<file path="src/rtl/address_range_router.sv">
// Registered request router: decodes each accepted request against fixed
// base/bound ranges and presents it, rebased to a range-relative offset,
// on exactly one target channel through a one-entry output buffer.
// Requests that match no range produce a one-cycle miss pulse instead.
module address_range_router #(
  parameter int ADDR_WIDTH = 8,
  parameter int DATA_WIDTH = 32,
  parameter int NUM_RANGES = 2,
  parameter logic [NUM_RANGES*ADDR_WIDTH-1:0] RANGE_BASES  = '0,
  parameter logic [NUM_RANGES*ADDR_WIDTH-1:0] RANGE_BOUNDS = '0
) (
  input  logic                  clock,
  input  logic                  clear,
  input  logic                  in_valid,
  output logic                  in_ready,
  input  logic [ADDR_WIDTH-1:0] in_addr,
  input  logic [DATA_WIDTH-1:0] in_data,
  input  logic                  in_write,
  output logic [NUM_RANGES-1:0] out_valid,
  input  logic [NUM_RANGES-1:0] out_ready,
  output logic [ADDR_WIDTH-1:0] out_offset,
  output logic [DATA_WIDTH-1:0] out_data,
  output logic                  out_write,
  output logic                  miss,
  output logic [ADDR_WIDTH-1:0] miss_addr
);

  typedef enum logic {EMPTY, FULL} state_t;

  state_t                  state_q, state_d;
  logic [NUM_RANGES-1:0]   tgt_p1;
  logic [ADDR_WIDTH-1:0]   offset_p1;
  logic [DATA_WIDTH-1:0]   data_p1;
  logic                    write_p1;
  logic                    miss_p1;
  logic [ADDR_WIDTH-1:0]   miss_addr_p1;

  logic [NUM_RANGES-1:0]   hit;
  logic [ADDR_WIDTH-1:0]   range_off [NUM_RANGES];
  logic                    hit_any;
  logic [NUM_RANGES-1:0]   sel_oh;
  logic [ADDR_WIDTH-1:0]   sel_off;
  logic                    drain;
  logic                    accept;
  logic                    load;
  logic                    miss_d;

  // Stage p0: per-range compare. A one-bit-wider subtraction gives both the
  // unsigned comparison (borrow bit) and the rebased offset (low bits).
  for (genvar k = 0; k < NUM_RANGES; k++) begin : g_rng
    localparam logic [ADDR_WIDTH-1:0] BASE  = RANGE_BASES[k*ADDR_WIDTH +: ADDR_WIDTH];
    localparam logic [ADDR_WIDTH-1:0] BOUND = RANGE_BOUNDS[k*ADDR_WIDTH +: ADDR_WIDTH];
    logic [ADDR_WIDTH:0] lo_diff;
    logic [ADDR_WIDTH:0] hi_diff;
    assign lo_diff      = {1'b0, in_addr} - {1'b0, BASE};
    assign hi_diff      = {1'b0, BOUND} - {1'b0, in_addr};
    assign hit[k]       = !lo_diff[ADDR_WIDTH] && !hi_diff[ADDR_WIDTH];
    assign range_off[k] = lo_diff[ADDR_WIDTH-1:0];
  end

  // Priority select: scanning downward lets the lowest matching index win.
  always_comb begin
    hit_any = 1'b0;
    sel_oh  = '0;
    sel_off = '0;
    for (int k = NUM_RANGES - 1; k >= 0; k--) begin
      if (hit[k]) begin
        hit_any   = 1'b1;
        sel_oh    = '0;
        sel_oh[k] = 1'b1;
        sel_off   = range_off[k];
      end
    end
  end

  // Handshake and next-state logic; out_ready reaches in_ready only via drain.
  always_comb begin
    out_valid = (state_q == FULL) ? tgt_p1 : '0;
    drain     = |(out_valid & out_ready);
    in_ready  = (state_q == EMPTY) || drain;
    accept    = in_valid && in_ready;
    load      = accept && hit_any;
    miss_d    = accept && !hit_any;
    state_d   = state_q;
    if (load) begin
      state_d = FULL;
    end else if (drain) begin
      state_d = EMPTY;
    end
  end

  // Stage p1 control: buffer state and miss reporting.
  always_ff @(posedge clock) begin
    if (clear) begin
      state_q      <= EMPTY;
      miss_p1      <= 1'b0;
      miss_addr_p1 <= '0;
    end else begin
      state_q <= state_d;
      miss_p1 <= miss_d;
      if (miss_d) begin
        miss_addr_p1 <= in_addr;
      end
    end
  end

  // Stage p1 payload: loaded only when a hitting request is accepted.
  always_ff @(posedge clock) begin
    if (clear) begin
      tgt_p1    <= '0;
      offset_p1 <= '0;
      data_p1   <= '0;
      write_p1  <= 1'b0;
    end else if (load) begin
      tgt_p1    <= sel_oh;
      offset_p1 <= sel_off;
      data_p1   <= in_data;
      write_p1  <= in_write;
    end
  end

  assign out_offset = offset_p1;
  assign out_data   = data_p1;
  assign out_write  = write_p1;
  assign miss       = miss_p1;
  assign miss_addr  = miss_addr_p1;

endmodule

</file>
<file path="config.mk">
export PLATFORM = sky130hd
export DESIGN_NAME = address_range_router
export DESIGN_NICKNAME = d
export VERILOG_FILES = /design/src/rtl/address_range_router.sv
export SDC_FILE = /design/constraint.sdc
export NUM_CORES = 1
export LEC_CHECK = 0
export ABC_AREA = 1
export BUFFER_PORTS_ARGS = -buffer_cell sky130_fd_sc_hd__buf_4
export CAP_MARGIN = 5
export CELL_PAD_IN_SITES_DETAIL_PLACEMENT = 1
export CELL_PAD_IN_SITES_GLOBAL_PLACEMENT = 1
export CORE_AREA = 5 5 90 92
export CTS_BUF_LIST = sky130_fd_sc_hd__clkbuf_8 sky130_fd_sc_hd__clkbuf_16
export CTS_CLUSTER_SIZE = 30
export DETAILED_ROUTE_END_ITERATION = 8
export DIE_AREA = 0 0 95 97
export PLACE_DENSITY = 0.82
export SYNTH_ARGS = -nofsm -noshare
export SYNTH_HDL_FRONTEND = slang
export SYNTH_SLANG_ARGS = --single-unit
</file>
<file path="constraint.sdc">
create_clock -name clock -period 3.5 [get_ports clock]
set_clock_uncertainty 0.15 [all_clocks]
set_input_delay 0.7 -clock clock [delete_from_list [all_inputs] [get_ports clock]]
set_output_delay 0.7 -clock clock [all_outputs]
set_load 0.01 [all_outputs]
</file>
# Word level (Yosys, flattened, before mapping)
# Cells that the tools add are included.
# word_totals
ff_bits	53
input_bits	46
out_inout_bits	53
# classes
add_sub_neg	1
mux	6
n_bitwise	2
n_reduce_logical	6
# op_table
operator	count
subtractor 1 x 8 -> 9 bit (first input constant)	1
2-to-1 mux 8 bit	1
2-to-1 mux 1 bit	4
logical AND 1 bit	3
AND 2 bit	1
2-to-1 mux 2 bit	1
nonzero test 2 bit	1
OR reduction 2 bit	1
logical OR 1 bit	1
inverter 1 bit	1

# Depth between registers and ports, before layout
# logic_depth
ltp_word	7
ltp_mapped	8
depth_no_buf	7

# Worst setup path before layout
# No wires, ideal clock.
# synth_timing
kind	input to output
from	input port out_ready[0]
to	output port in_ready
arrival_ns	0.925
required_time_ns	2.650
slack_ns	1.725
cell_stages	2
n_path_buf	0
cell_sequence	nand2_1 > nand2_1
# synth_via
elab_chain_cells	3
# synth_rtl
element	line_no	source
start: declaration	20	input logic [NUM_RANGES-1:0] out_ready,
AND 2 bit	79	drain = |(out_valid & out_ready);
OR reduction 2 bit	79	
logical OR 1 bit	80	in_ready = (state_q == EMPTY) || drain;
end: declaration	15	output logic in_ready,
# Every way passes these cells.

# Final worst setup path
# Same ends and word-level chain as after synthesis.

==> summary.txt <==
Run status
  • Status: finished clean

Hold path
  • Tightest Hold Check Type: flip-flop to flip-flop
  • Hold_sp: out_offset[6]
  • WHS Endpoint: out_offset[6]
  • Hold Path Depth: 2

Drt
  • Via Count: 2018
  • Drt drc: 0
  • Wire per inst: 12.86 um
  • DRT iter0 DRCs: 64
  • Detailed-route wire length: 6.006 mm
  • Antenna Nets Post-Route: 0
  • Via density: 4.321
  • DRT Pass-1 Iters: 4

Finish
  • Area grow syn2layout: 42.87%
  • Nets: 413
  • Fraction of layout cells with a size suffix above 1: 30.16%
  • # fillers: 929
  • Leading cell type in the layout, fill and taps excluded: buf_4
  • Post-route design area: 2957 um^2
  • Ant. Diodes: 0
  • Commonest non-fill, non-tap cells in the layout: 99 x buf_4, 95 x nor2_1, 64 x nand2_1

Yosys
  • Cells after Synth: 278
  • Post-synthesis sequential area ratio: 50.30%
  • Ys Warns: 0
  • Avg Inst Size Synth: 7.444 um^2
  • Syn_nets: 324
  • Yosys reg bits: 52
  • Mapped Area: 2069 um^2
  • Unique cell type count in the Yosys netlist: 16

Global routing
  • First-pass GRT wire length: 9.887 mm
  • Initial antenna violation count: 0
  • Largest net degree at the start of global routing: 44
  • Overall Global Routing Usage: 13.23%
  • Vias in the first global route: 2118
  • Total congestion overflow: 0

STA
  • Minimum clock period: 2.038 ns
  • Setup TNS: 0 ns
  • Worst-margin pin slew: 0.7478 ns
  • Final setup violation count: 0
  • Slew margin rel.: 50.08%
  • Unrepaired setup endpoints after global routing: false
  • Max-slew violation count: 0
  • Achievable Freq: 490.7 MHz
  • Final Cycle Share: 58.22%
  • Hold_ws: 0.3012 ns
  • Count of final hold-check violations: 0

Setup path
  • Worst Path Required: 2.65 ns
  • Crit path max-delay family: buffers and inverters
  • FF-to-FF End: out_data[7]
  • WS Path Type: input pin to output port
  • Worst setup SP type: input pin
  • Worst-path maximum fanout: 3
  • Critical Path Sink Type: output port
  • RR Startpoint: tgt_p1[0]
  • Bufs and invs on worst path: 2
  • FF-to-FF setup slack: 1.79 ns
  • Worst path depth: 4
  • Critical path's largest stage delay: 0.16 ns
  • Slowest CP cell: buf_4
  • Cell Chain, Critical Path: buf_4, nand2_1, nand2_1, buf_4
  • R2R depth: 6
  • CP arrival: 1.19 ns

Clock network
  • Clk_lat worst skew: 0.30 ns
  • TritonCTS Buffers: 5
  • CTS root buf: clkbuf_8
  • Setup bufs post-CTS: 0
  • H-tree depth: 2
  • CTS tree: yes
  • Post-CTS sizing: 0
  • Hold buffer count at cts: 0
  • Bufs on Longest Clock Path: 2
  • Worst-path clk slew: 0.10 ns
  • Clock sink count: 52

Floorplanning
  • Rows: 31
  • Initial core utilization: 29.00%
  • # IOs: 99
  • Die W: 95 um
  • Die Span Y: 97 um
  • Die area: 9215 um^2
  • Core area: 7137 um^2

Run
  • Max-cap check violation count: 0

Power and ir drop
  • Lkg Pwr: 1.401 nW
  • PwrDens: 379.4 nW/um^2
  • Worst VDD drop: 174.0 uV

Placed design
  • Post-DP HPWL: 4.240 mm
  • IO Port Bufs: 96
  • Placed cell areas: 2845 um^2
  • Gp weighted congestion: 0.6978
-- how the worst max path moves through the flow --
stage                      start     endpoint  slack [ns]
detailed placement    in_addr[3]  out_data[7]        1.21
CTS                 out_ready[0]     in_ready        1.45
global route          in_addr[4]  out_data[2]        1.41
global placement      in_addr[3]  out_data[7]        1.25
finish              out_ready[0]     in_ready        1.46
floorplan           out_ready[0]     in_ready        1.73
-- synth_stat cells (all sizes together) --
cell	instances	share of area (%)
clkbuf	4	0.73
conb	1	0.18
dfxtp	52	50
o21ai	1	0.24
nand3b	33	12
a21boi	1	0.91
buf	13	3.7
a21oi	2	0.48
nand2	64	12
inv	10	1.8
nor2	97	18
-- layer usage --
layer  up-vias  global-route usage (%)  part of all wire [%]  routed length, um
li1       1022                       -                     -                  -
met1       939                   14.35                    41               2480
met2        52                   24.46                    51               3090
met3         5                   4.189                   6.3                377
met4         0                   2.997                  0.95                 57
met5         -                       0                     0                  0
-- layout make-up --
cell class	instances	area [um^2]	share of cell area, %
Sequential cell	52	1041	35.21
Clock buffer	5	68.82	2.328
Timing Repair Buffer	99	743.2	25.14
Clock inverter	3	42.54	1.439
Tap cell	99	123.9	4.190
Inverter	10	37.54	1.270
Multi-Input combinational cell	199	899.6	30.43
-- per-stage QoR --
stage,setup slack (ns),utilization [%],power [W],cells
detailed placement,1.212,39.87,0.0007262,459
global placement,1.253,39.87,0.0007233,459
finish,1.462,41.43,0.001122,467
floorplan,1.725,-,0.0006658,278
global route,1.414,41.43,0.001184,467
CTS,1.450,41.43,0.001142,467
-- logic make-up after synthesis --
kind of cell | count (synthesis) | synth area share (%)
simple gates | 194 | 41.66
flops | 52 | 50.30
buf+inv | 27 | 6.227
compound gates | 4 | 1.632
other cells | 1 | 0.1812
-- power by group --
part           switching, W  internal (W)  leakage, nW
registers        0.00000404      0.000599        0.421
logic             0.0000476     0.0000592        0.926
clock network      0.000200      0.000212       0.0541
-- tightest hold or removal path, delay by kind of cell, from the launching register on --
family	cells	cell delay (ns)
flops	1	0.32
simple gates	2	0.10
-- state kept, by name, summed over array words and instances, names as in the netlist --
signal      flops
miss            1
miss_addr       8
out_write       1
out_data       32
out_offset      8
state_q         1
tgt_p1          1
No activity file was read; power rests on OpenSTA's default activity.
